`src/rtl/conv_ctrl_pkg.sv`:
```
// Shared types and sizing helpers for the convolution frame controller.
package conv_ctrl_pkg;

  typedef enum logic [1:0] {
    IDLE  = 2'd0,
    RUN   = 2'd1,
    DRAIN = 2'd2,
    DONE  = 2'd3
  } state_t;

  // Kernel words: COL*COL weights plus one bias
  function automatic int kwords(input int col);
    return col * col + 1;
  endfunction

  // Total kernel bus width
  function automatic int kernel_w(input int bw, input int col);
    return bw * kwords(col);
  endfunction

  // Counter width able to index 0..n-1 (at least one bit)
  function automatic int cnt_w(input int n);
    return (n > 1) ? $clog2(n) : 1;
  endfunction

endpackage

```
`src/rtl/conv_valid_tag.sv`:
```
// Fixed-depth 1-bit delay line aligning window tags with core results.
module conv_valid_tag #(
  parameter int DEPTH = 2
) (
  input  logic clk,
  input  logic rstn,
  input  logic din,
  output logic dout
);

  logic [DEPTH-1:0] sr;

  generate
    if (DEPTH == 1) begin : g_single
      // Single-stage delay
      always_ff @(posedge clk or negedge rstn) begin
        if (!rstn) sr <= '0;
        else       sr <= din;
      end
    end else begin : g_multi
      // Shift the tag one stage per clock
      always_ff @(posedge clk or negedge rstn) begin
        if (!rstn) sr <= '0;
        else       sr <= {sr[DEPTH-2:0], din};
      end
    end
  endgenerate

  assign dout = sr[DEPTH-1];

endmodule

```
`src/rtl/conv_frame_ctrl.sv`:
```
// Kernel loader and frame sequencer for the convolution core.
`ifndef BIT_WIDTH
`define BIT_WIDTH 8
`endif
`ifndef COL
`define COL 3
`endif
`ifndef IN_WIDTH
`define IN_WIDTH 8
`endif
`ifndef OUT_WIDTH
`define OUT_WIDTH 16
`endif

module conv_frame_ctrl
  import conv_ctrl_pkg::*;
#(
  parameter int BIT_WIDTH = `BIT_WIDTH,
  parameter int COL       = `COL,
  parameter int IN_WIDTH  = `IN_WIDTH,
  parameter int OUT_WIDTH = `OUT_WIDTH,
  parameter int IMG_W     = 28,
  parameter int IMG_H     = 28,
  parameter int CORE_LAT  = 2
) (
  input  logic                             clk,
  input  logic                             rstn,
  input  logic                             cfg_wr_en,
  input  logic [BIT_WIDTH-1:0]             cfg_wr_data,
  input  logic                             start,
  input  logic [IN_WIDTH-1:0]              s_pixel,
  input  logic                             s_valid,
  output logic                             s_ready,
  output logic [BIT_WIDTH*(COL*COL+1)-1:0] conv_kernel,
  output logic [IN_WIDTH-1:0]              conv_pixel,
  output logic                             conv_en,
  input  logic [OUT_WIDTH-1:0]             conv_result,
  output logic [OUT_WIDTH-1:0]             m_result,
  output logic                             m_valid,
  output logic                             busy,
  output logic                             done,
  output logic                             cfg_err,
  output logic [15:0]                      out_cnt
);

  localparam int KWORDS   = kwords(COL);
  localparam int KERNEL_W = kernel_w(BIT_WIDTH, COL);
  localparam int CW       = cnt_w(IMG_W);
  localparam int RW       = cnt_w(IMG_H);
  localparam int IW       = cnt_w(KWORDS);
  localparam int DW       = cnt_w(CORE_LAT + 2);

  state_t          state;
  logic [IW-1:0]   widx;
  logic            kernel_loaded;
  logic [RW-1:0]   row;
  logic [CW-1:0]   col;
  logic [DW-1:0]   drain_cnt;
  logic            tag_d;
  logic            tag_q;

  assign busy = (state != IDLE);

  // Frame FSM: kernel load, pixel acceptance, position tracking, drain
  always_ff @(posedge clk or negedge rstn) begin
    if (!rstn) begin
      state         <= IDLE;
      widx          <= '0;
      kernel_loaded <= 1'b0;
      row           <= '0;
      col           <= '0;
      drain_cnt     <= '0;
      tag_d         <= 1'b0;
      s_ready       <= 1'b0;
      conv_kernel   <= '0;
      conv_pixel    <= '0;
      conv_en       <= 1'b0;
      done          <= 1'b0;
      cfg_err       <= 1'b0;
      out_cnt       <= '0;
    end else begin
      conv_en <= 1'b0;
      tag_d   <= 1'b0;
      done    <= 1'b0;
      cfg_err <= 1'b0;
      if (m_valid) out_cnt <= out_cnt + 16'd1;

      case (state)
        IDLE: begin
          if (cfg_wr_en) begin
            for (int unsigned k = 0; k < KWORDS; k++) begin
              if (32'(widx) == k)
                conv_kernel[KERNEL_W-1-k*BIT_WIDTH -: BIT_WIDTH] <= cfg_wr_data;
            end
            if (widx == IW'(KWORDS - 1)) begin
              widx          <= '0;
              kernel_loaded <= 1'b1;
            end else begin
              widx          <= widx + IW'(1);
              kernel_loaded <= 1'b0;
            end
          end
          // start sees kernel_loaded as it was before any same-cycle write
          if (start) begin
            if (kernel_loaded) begin
              state   <= RUN;
              row     <= '0;
              col     <= '0;
              out_cnt <= '0;
            end else begin
              cfg_err <= 1'b1;
            end
          end
        end

        RUN: begin
          s_ready <= 1'b1;
          if (s_valid && s_ready) begin
            conv_pixel <= s_pixel;
            conv_en    <= 1'b1;
            tag_d      <= (row >= RW'(COL - 1)) && (col >= CW'(COL - 1));
            if (col == CW'(IMG_W - 1)) begin
              col <= '0;
              if (row == RW'(IMG_H - 1)) begin
                state     <= DRAIN;
                s_ready   <= 1'b0;
                drain_cnt <= '0;
              end else begin
                row <= row + RW'(1);
              end
            end else begin
              col <= col + CW'(1);
            end
          end
        end

        DRAIN: begin
          if (drain_cnt == DW'(CORE_LAT + 1)) begin
            state <= DONE;
            done  <= 1'b1;
          end else begin
            drain_cnt <= drain_cnt + DW'(1);
          end
        end

        DONE: state <= IDLE;

        default: state <= IDLE;
      endcase
    end
  end

  conv_valid_tag #(.DEPTH(CORE_LAT)) u_tag (
    .clk  (clk),
    .rstn (rstn),
    .din  (tag_d),
    .dout (tag_q)
  );

  // Register the core result together with its delayed window tag
  always_ff @(posedge clk or negedge rstn) begin
    if (!rstn) begin
      m_result <= '0;
      m_valid  <= 1'b0;
    end else begin
      m_result <= conv_result;
      m_valid  <= tag_q;
    end
  end

endmodule

```
`config.mk`:
```
export PLATFORM = sky130hd
export DESIGN_NAME = conv_frame_ctrl
export DESIGN_NICKNAME = d
export VERILOG_FILES = /design/src/rtl/conv_ctrl_pkg.sv /design/src/rtl/conv_valid_tag.sv /design/src/rtl/conv_frame_ctrl.sv
export SDC_FILE = /design/constraint.sdc
export NUM_CORES = 1
export LEC_CHECK = 0
export CAP_MARGIN = 10
export CORE_ASPECT_RATIO = 2
export CORE_MARGIN = 3
export CORE_UTILIZATION = 52
export DETAILED_ROUTE_END_ITERATION = 8
export GPL_TIMING_DRIVEN = 0
export PLACE_DENSITY = 0.86
export REMOVE_ABC_BUFFERS = 1
export SYNTH_ARGS = -nofsm -noshare
export SYNTH_HDL_FRONTEND = slang
export SYNTH_HIERARCHICAL = 1
export SYNTH_SLANG_ARGS = --single-unit
export TNS_END_PERCENT = 100
```
`constraint.sdc`:
```
create_clock -name clk -period 5.85 [get_ports clk]
set_input_delay 1.755 -clock clk [delete_from_list [all_inputs] [get_ports clk]]
set_output_delay 1.755 -clock clk [all_outputs]
set_load 0.005 [all_outputs]
```
==> results of run 1 <==
[per-stage QoR]
step | hold slack [ns] | util, %
2_1_floorplan | 0.331 | -
3_3_place_gp | 0.339 | 69.6
3_5_place_dp | 0.336 | 69.9
4_1_cts | 0.353 | 75.3
5_1_grt | 0.352 | 75.3
6_report | 0.347 | 75.3
[registers in the layout, summed over array words and instances, names as in the netlist, 2 cells and up]
register,count
m_result,16
col,5
widx,4
state,2
u_tag/sr,2
conv_kernel,80
row,5
drain_cnt,2
conv_pixel,8
out_cnt,16
[report_power, final]
group | total [mW] | internal (mW) | switching [mW]
Clock | 1.11 | 0.714 | 0.398
Sequential | 1.60 | 1.34 | 0.261
Combinational | 1.32 | 0.799 | 0.517
[metal layers]
layer,share of wire (%),track usage [%],up-vias
li1,-,-,1895
met3,5.3,5.61,41
met2,57,47.1,182
met1,33,25.6,2154
met5,0,0,-
met4,4.2,13.0,0
[worst max path at each step]
stage	start	to	slack [ns]
CTS	state[0]$_DFFE_PN0P_	busy	2.19
global route	state[0]$_DFFE_PN0P_	busy	2.11
detailed placement	cfg_wr_en	conv_kernel[29]$_DFFE_PN0P_	2.09
floorplan	cfg_wr_en	conv_kernel[24]$_DFFE_PN0P_	2.86
finish	state[0]$_DFFE_PN0P_	busy	2.21
global placement	rstn	m_result[14]$_DFF_PN0_	-2.54
[worst register-to-register path, cell delays in order (launching register included)]
cell and delay [ns]:
dfrtp_1 0.38, inv_1 0.12, ha_1 0.42, nand2_4 0.15
or2_1 0.37, nor3b_4 0.48, mux2_2 0.41
[area by class of cell]
type	instances	area, um2	area share (%)
tap	140	175	2.11
inverter	10	37.5	0.453
multi-input combinational	270	2150	26.0
clock inverter	10	159	1.92
sequential	147	3680	44.4
timing repair buffer	163	1650	19.9
clock buffer	18	439	5.30
[cell usage in the layout, fill, tap and decap left out, types with 9 or more instances in the layout]
cell type          n
o21ai_0           14
ha_1              10
a21oi_1           12
inv_1              9
nand2_1           21
mux2_2            89
nand3_1           11
dfrtp_1          147
nor2_1            26
nand2b_1          10
clkbuf_16         17
clkdlybuf4s50_1  161
[logic make-up after synthesis]
kind of cell               count (synthesis)  synth area share (%)
DFF                                      147                  61.8
and+or+nand+nor                          116                  10.9
xor gates and xnor gates                  13                  1.91
adders and majority gates                 10                  2.10
muxes                                     91                  17.2
AOI/OAI and AO/OA                         40                  4.08
buffers and inverters                     29                  2.04
==> impl_metrics.yaml, run 1 <==
detailed_routing:
  routed_wl_mm: 15.4
  drc: 0
  num_vias: 4272
  ant_nets: 0
  routedWlPerCell_um: 20.3
  viasPerCell: 5.64
  drt_pass1_iterations: 4
  drtIter0Drc: 175
worst_setup_path:
  start_kind: "flip-flop"
  r2r_end: "conv_kernel[29]$_DFFE_PN0P_"
  arrival_ns: 1.88
  critical_path.endpoint_type: "output port"
  cp_num_cells: 4
  worst_path_most_repeated_cell: "inv_1"
  reg2reg_from: "state[0]$_DFFE_PN0P_"
  slowest_delay_ns: 0.46
  crit_required_ns: 4.09
  worst-path-max-fanout: 8
  r2r_setup_slack_ns: 3.40
  path_delay_family: "buffers and inverters"
  crit_buf_inv: 3
  critical_path_class: "flip-flop to output port"
  r2r_cells: 6
  crit_slowest_cell: "clkdlybuf4s50_1"
  crit_chain: "inv_1, ha_1, inv_1, clkdlybuf4s50_1"
hold_path:
  hold_path_class: "flip-flop to flip-flop"
  min_path_cells: 0
  holdPathEnd: "m_valid$_DFF_PN0_"
  hold_path.startpoint: "u_tag/sr[1]$_DFF_PN0_"
placed_design:
  dp_slack_ns: 2.09
  io_buffers: 162
  gp_congestion: 0.811
  dp_cells: 730
  dpl.hpwl_mm: 10.8
  postPlaceCellArea_mm2: 0.00769
clock_tree:
  postCtsSetupBuffers: 0
  clockBufferDepth: 2
  insertion_delay_ns: 0.41
  htreeDepth: 4
  cts.clk_slew.worst_paths_ns: 0.06
  cts-root-buf: "clkbuf_16"
  cts_hold_buf: 0
  cts.sinks: 147
  cts_buffers: 17
  cts_tree: "yes"
  post_cts_resized: 0
grt:
  grt_pass1_vias: 4601
  antenna_found_initial: 0
  grt_usage_pct: 25.4
  grt_pass1_wl_mm: 24.1
  grt_overflow: 0
  grt_max_degree: 85
timing:
  slew_violations: 0
  rsz0062_at_grt: "false"
  finalCritPeriodShare_pct: 62.2
  finalCriticalPeriod_ns: 3.64
  fmax_mhz: 275
  postLayoutSetupSlackWorst_ns: 2.21
  setup_viol: 0
  skew_ns: 0.00774
  hold_viol: 0
  max_slew_margin_pct: 35.9
  worst_pin_slew_ns: 0.953
  finalSetupTns_ns: 0
die:
  rows: 54
  die_w_um: 81.7
  pin_count: 163
  core_area_mm2: 0.0110
  initial_core_util_pct: 54.0
  dieArea_mm2: 0.0128
  die_h_um: 157
synth:
  synth_area_per_cell_um2: 13.3
  synth_most_common_cell: "dfrtp_1"
  async_reset_ff_share_pct: 100
  synth_edf_count: 0
  synth_cell_types: 46
  ys_top_cells_by_area: "dfrtp_1 62%, mux2_2 17%, ha_1 2.1%"
  synth_common_cells: "147 x dfrtp_1, 89 x mux2_2, 26 x nor2_1"
  yosysTopAreaCell: "dfrtp_1"
  ys_ff_latch: 147
  ys.warnings.count: 6
  netlist.area_leader.share_pct: 61.8
  syn_inst: 446
  syn-cell-area_mm2: 0.00595
  yosysSeqAreaShare_pct: 61.8
  ys.flop_type: "dfrtp_1"
final_layout:
  nFillCells: 687
  nets: 656
  area_growth_pct: 39.3
  drive_gt1_share_pct: 20.6
  fin_area_mm2: 0.00829
  stdcell_count: 758
  antenna_cells: 0
power:
  peakVddDrop_v: 0.000319
  total_power_mw: 4.03
  powerDensity_mw_per_mm2: 486
  p_leak_nw: 3.70
run_status:
  run_status: "finished, final reports clean"
job:
  cap_violations: 0
Note: power is estimated with default switching activity, not from simulation.
==> run 2, diff against run 1 <==
--- a/config.mk
+++ b/config.mk
@@ -8,10 +8,10 @@
 export CAP_MARGIN = 10
 export CORE_ASPECT_RATIO = 2
 export CORE_MARGIN = 3
-export CORE_UTILIZATION = 52
+export CORE_UTILIZATION = 48
 export DETAILED_ROUTE_END_ITERATION = 8
 export GPL_TIMING_DRIVEN = 0
-export PLACE_DENSITY = 0.86
+export PLACE_DENSITY = 0.81
 export REMOVE_ABC_BUFFERS = 1
 export SYNTH_ARGS = -nofsm -noshare
 export SYNTH_HDL_FRONTEND = slang
==> constraint.sdc (replaced) <==
create_clock -name clk -period 3.7 [get_ports clk]
set_input_delay 1.11 -clock clk [delete_from_list [all_inputs] [get_ports clk]]
set_output_delay 1.11 -clock clk [all_outputs]
set_load 0.005 [all_outputs]
==> run 2 against run 1 <==
Effect of this change:
- clock skew is 0.0022 ns higher
- die area is 7.9% higher
- wire length is 3.7% lower
- core utilization is 6.9 points lower
- non-clock buffer count stayed put
- worst setup slack worse by 1.5 ns
- largest cell class unchanged
==> impl_metrics.yaml, run 2 (same netlist as run 1, synthesis figures left out) <==
run_status:
  run_status: "finished, final reports clean"
final_layout:
  nets: 656
  utilization_pct: 68.4
  antenna_cells: 0
  largest-register: "conv_kernel"
  area_growth_pct: 39.3
  fin_area_mm2: 0.00829
  final_common_cell: "clkdlybuf4s50_1"
  ff_latch_area_mm2: 0.00368
  largest_reg_flops: 80
  multi_input_area_mm2: 0.00215
  reg_top3: "conv_kernel: 80 flops, m_result: 16 flops, out_cnt: 16 flops"
  layout_common_cells: "161 x clkdlybuf4s50_1, 147 x dfrtp_1, 89 x mux2_2, 26 x nor2_1, 21 x nand2_1"
  stdcell_count: 769
  drive_gt1_share_pct: 21.1
  nFillCells: 911
worst_setup_path:
  worst_path_most_repeated_cell: "inv_1"
  crit_chain: "inv_1, ha_1, inv_1, clkdlybuf4s50_1"
  crit_required_ns: 2.59
  r2r_setup_slack_ns: 1.24
  slowest_delay_ns: 0.45
  path_delay_family: "buffers and inverters"
  crit_slowest_cell: "clkdlybuf4s50_1"
  crit_start: "state[0]$_DFFE_PN0P_"
  worst-path-max-fanout: 8
  arrival_ns: 1.90
  r2r_cells: 6
  critical_path_class: "flip-flop to output port"
  cp_num_cells: 4
  crit_buf_inv: 3
  critical_path.endpoint_type: "output port"
  reg2reg_from: "state[0]$_DFFE_PN0P_"
  r2r_end: "conv_kernel[31]$_DFFE_PN0P_"
  start_kind: "flip-flop"
  crit_end: "busy"
timing:
  finalCriticalPeriod_ns: 3.01
  setup_viol: 0
  whs_ns: 0.346
  max_slew_margin_pct: 39.3
  finalCritPeriodShare_pct: 81.2
  postLayoutSetupSlackWorst_ns: 0.695
  hold_viol: 0
  finalSetupTns_ns: 0
  fmax_mhz: 333
  rsz0062_at_grt: "false"
  skew_ns: 0.00991
  slew_violations: 0
  worst_pin_slew_ns: 0.902
placed_design:
  gp_congestion: 0.848
  postPlaceCellArea_mm2: 0.00770
  dp_cells: 737
  dp_slack_ns: 0.571
  dpl.hpwl_mm: 10.6
  io_buffers: 162
power:
  peakVddDrop_v: 0.000510
  internal_power_mw: 4.37
  comb_power_share_pct: 32.9
  powerDensity_mw_per_mm2: 753
  power.share.sequential_pct: 40.4
  total_power_mw: 6.24
  switching_power_mw: 1.88
  switching_share_pct: 30.1
  clockPowerShare_pct: 26.7
  p_leak_nw: 3.68
die:
  dieArea_mm2: 0.0139
  initial_core_util_pct: 49.1
  pin_count: 163
  die_w_um: 84.7
  core_area_mm2: 0.0121
  die_h_um: 163
  rows: 57
clock_tree:
  htreeDepth: 4
  post_cts_resized: 0
  cts_buffers: 17
  cts.sinks: 147
  cts_tree: "yes"
  cts.clk_slew.worst_paths_ns: 0.06
  clockBufferDepth: 2
  insertion_delay_ns: 0.41
  cts_hold_buf: 0
  postCtsSetupBuffers: 0
  cts-root-buf: "clkbuf_16"
grt:
  grt_usage_pct: 21.9
  antenna_found_initial: 0
  grt_max_degree: 79
  grt_overflow: 0
  grt_pass1_vias: 4491
  grt_pass1_wl_mm: 23.4
job:
  cap_violations: 0
detailed_routing:
  drc: 0
  ant_nets: 0
  routed_wl_mm: 14.8
  drt_pass1_iterations: 7
  viasPerCell: 5.43
  drtIter0Drc: 164
  routedWlPerCell_um: 19.2
  num_vias: 4176
hold_path:
  hold_path_class: "flip-flop to flip-flop"
==> run 2: changes by cell type in the layout (fill, tap and decap cells not counted), sizes merged <==
cell and change:
clkinvlp +3, inv +3, bufinv -3, clkinv -1
clkbuf +2
==> run 2: worst min path at each step <==
stage                          startpoint                     to  slack (ns)  cells past startpoint
global placement          tag_d$_DFF_PN0_  u_tag/sr[0]$_DFF_PN0_        0.33                      0
CTS                 u_tag/sr[0]$_DFF_PN0_  u_tag/sr[1]$_DFF_PN0_        0.35                      0
global route              tag_d$_DFF_PN0_  u_tag/sr[0]$_DFF_PN0_        0.36                      0
finish                    tag_d$_DFF_PN0_  u_tag/sr[0]$_DFF_PN0_        0.35                      0
floorplan           u_tag/sr[1]$_DFF_PN0_      m_valid$_DFF_PN0_        0.33                      0
detailed placement  u_tag/sr[0]$_DFF_PN0_  u_tag/sr[1]$_DFF_PN0_        0.33                      0
==> run 2: layer usage <==
| layer | wire length [um] | GRT usage, % | vias up | part of all wire (%) |
|---|---|---|---|---|
| met4 | 293 | 7.71 | 0 | 2.0 |
| met2 | 8460 | 42.0 | 143 | 57 |
| met1 | 5250 | 22.6 | 2115 | 36 |
| met3 | 772 | 5.20 | 20 | 5.2 |
| li1 | - | - | 1898 | - |
| met5 | 0 | 0 | - | 0 |
==> run 2: cell type report <==
type	instances	share of cell area, %
Multi-Input combinational cell	270	26.0
Clock inverter	12	1.45
Sequential cell	147	44.4
Timing Repair Buffer	163	19.9
Tap cell	147	2.22
Clock buffer	20	5.63
Inverter	10	0.453
==> run 2: power by group through the flow <==
| stage | registers (mW) | clock network, mW | logic (mW) |
|---|---|---|---|
| finish | 2.52 | 1.67 | 2.06 |
| global route | 2.59 | 1.77 | 2.23 |
| CTS | 2.52 | 1.70 | 2.09 |
| detailed placement | 2.54 | 0 | 2.08 |
| global placement | 2.50 | 0 | 1.99 |
| floorplan | 2.49 | 0 | 0.859 |
==> run 3, diff against run 2 <==
--- a/config.mk
+++ b/config.mk
@@ -8,10 +8,10 @@
 export CAP_MARGIN = 10
 export CORE_ASPECT_RATIO = 2
 export CORE_MARGIN = 3
-export CORE_UTILIZATION = 48
+export CORE_UTILIZATION = 43
 export DETAILED_ROUTE_END_ITERATION = 8
 export GPL_TIMING_DRIVEN = 0
-export PLACE_DENSITY = 0.81
+export PLACE_DENSITY = 0.76
 export REMOVE_ABC_BUFFERS = 1
 export SYNTH_ARGS = -nofsm -noshare
 export SYNTH_HDL_FRONTEND = slang
==> constraint.sdc (replaced) <==
create_clock -name clk -period 2.43 [get_ports clk]
set_input_delay 0.729 -clock clk [delete_from_list [all_inputs] [get_ports clk]]
set_output_delay 0.729 -clock clk [all_outputs]
set_load 0.005 [all_outputs]
==> run 3 against run 2 <==
Effect of this change:
- final area grew 1.0%
- count of clock-buffer cells in the layout is the same
- first-iteration DRC count grew 3.0%
- critical path type is now primary input to flip-flop
==> impl_metrics.yaml, run 3 (same netlist as run 1, synthesis figures left out) <==
die:
  die_h_um: 172
  pin_count: 163
  core_area_mm2: 0.0135
  dieArea_mm2: 0.0154
  rows: 60
  initial_core_util_pct: 44.0
  die_w_um: 89.2
detailed_routing:
  drt_pass1_iterations: 4
  routed_wl_mm: 15.1
  num_vias: 4189
  drtIter0Drc: 169
  drc: 0
  ant_nets: 0
  viasPerCell: 5.38
  routedWlPerCell_um: 19.3
final_layout:
  nets: 657
  layout_common_cells: "161 x clkdlybuf4s50_1, 147 x dfrtp_1, 89 x mux2_2, 25 x nor2_1, 21 x nand2_1"
  nFillCells: 1043
  multi_input_area_mm2: 0.00217
  largest-register: "conv_kernel"
  antenna_cells: 0
  largest_reg_flops: 80
  drive_gt1_share_pct: 21.8
  fin_area_mm2: 0.00837
  final_common_cell: "clkdlybuf4s50_1"
  ff_latch_area_mm2: 0.00368
  area_growth_pct: 40.7
  reg_top3: "conv_kernel: 80 flops, m_result: 16 flops, out_cnt: 16 flops"
grt:
  grt_pass1_vias: 4279
  grt_usage_pct: 19.9
  grt_pass1_wl_mm: 22.8
  grt_max_degree: 104
  grt_overflow: 0
  antenna_found_initial: 0
timing:
  finalCriticalPeriod_ns: 2.35
  slew_violations: 0
  finalCritPeriodShare_pct: 96.7
  max_slew_margin_pct: 38.0
  hold_viol: 0
  postLayoutSetupSlackWorst_ns: 0.0797
  skew_ns: 0.00799
  setup_viol: 0
  worst_pin_slew_ns: 0.922
  fmax_mhz: 425
power:
  comb_power_share_pct: 32.3
  internal_power_mw: 6.95
  power.share.sequential_pct: 39.2
  powerDensity_mw_per_mm2: 1170
  peakVddDrop_v: 0.000653
  p_leak_nw: 3.71
  switching_share_pct: 29.0
  switching_power_mw: 2.84
  clockPowerShare_pct: 28.4
  total_power_mw: 9.79
worst_setup_path:
  arrival_ns: 2.65
  critical_path.endpoint_type: "flip-flop"
  crit_required_ns: 2.73
  critical_path_class: "primary input to flip-flop"
  start_kind: "primary input"
  worst-path-max-fanout: 9
clock_tree:
  cts_buffers: 17
  htreeDepth: 4
  cts.clk_slew.worst_paths_ns: 0.06
  clockBufferDepth: 2
  cts_tree: "yes"
  cts.sinks: 147
  insertion_delay_ns: 0.41
  cts-root-buf: "clkbuf_16"
placed_design:
  dp_slack_ns: -0.384
  dpl.hpwl_mm: 10.8
  io_buffers: 162
  gp_congestion: 0.823
  postPlaceCellArea_mm2: 0.00771
run_status:
  run_status: "finished, final reports clean"
hold_path:
  hold_path_class: "primary input to asynchronous set/reset pin"
job:
  cap_violations: 0
==> run 3: cell count changes in the layout (fill, tap and decap cells not counted), sizes merged <==
cell | before | now
clkinv | 2 | 6
inv | 14 | 10
bufinv | 1 | 4
clkinvlp | 5 | 2
buf | 2 | 3
==> run 3: power groups by stage <==
stage | clock network, mW | logic [mW] | registers [mW]
finish | 2.79 | 3.17 | 3.84
global route | 2.95 | 3.44 | 3.95
CTS | 2.83 | 3.19 | 3.84
detailed placement | 0 | 3.15 | 3.87
global placement | 0 | 3.04 | 3.82
floorplan | 0 | 1.31 | 3.80
==> run 3: worst max-delay path: stages <==
cell and delay, ns:
clkdlybuf4s50_1 0.53, nand2_4 0.11, or2_1 0.33, nor3b_4 0.54, mux2_2 0.40
==> run 3: final timing paths <==
path | slack (ns) | end | from | cells past startpoint
min in group clk | 0.35 | m_valid$_DFF_PN0_ | u_tag/sr[1]$_DFF_PN0_ | 0
hold / removal | 0.24 | conv_pixel[5]$_DFFE_PN0P_ | rstn | 1
setup / recovery | 0.08 | conv_kernel[25]$_DFFE_PN0P_ | cfg_wr_en | 5
hold reg to reg | 0.35 | m_valid$_DFF_PN0_ | u_tag/sr[1]$_DFF_PN0_ | 0
max in group asynchronous | 1.33 | conv_kernel[60]$_DFFE_PN0P_ | rstn | 2
setup reg to reg | 0.22 | conv_kernel[25]$_DFFE_PN0P_ | state[0]$_DFFE_PN0P_ | 6
==> run 3: timing repair <==
item                                   CTS  global route
setup endpoints to repair                9             5
setup buffers                            0             1
hold buffers                             0             0
endpoints found under the hold margin    0             0
resized for setup                        3             3
==> run 3: layout make-up <==
type / count / area share, %
Sequential cell: 147 / 43.9
Clock buffer: 20 / 5.45
Timing Repair Buffer: 164 / 19.8
Inverter: 10 / 0.448
Multi-Input combinational cell: 270 / 25.9
Clock inverter: 12 / 2.15
Tap cell: 155 / 2.32
==> run 3: layer usage <==
| layer | vias to the layer above | share of wire, % | track usage, % |
|---|---|---|---|
| li1 | 1904 | - | - |
| met3 | 19 | 4.4 | 4.24 |
| met1 | 2142 | 36 | 20.9 |
| met2 | 124 | 58 | 37.2 |
| met5 | - | 0 | 0 |
| met4 | 0 | 2.0 | 7.91 |
==> run 3: stage by stage <==
| step | cells | setup TNS (ns) | hold slack, ns | util [%] |
|---|---|---|---|---|
| final | 778 | 0 | 0.236 | 62.0 |
| after global routing | 778 | -0.00114 | 0.241 | 62.0 |
| after CTS | 777 | 0 | 0.232 | 61.9 |
| after detailed placement | 745 | -13.96 | 0.337 | 57.1 |
| after global placement | 744 | -748.45 | 0.334 | 56.9 |
| after floorplan | 427 | 0 | 0.331 | - |
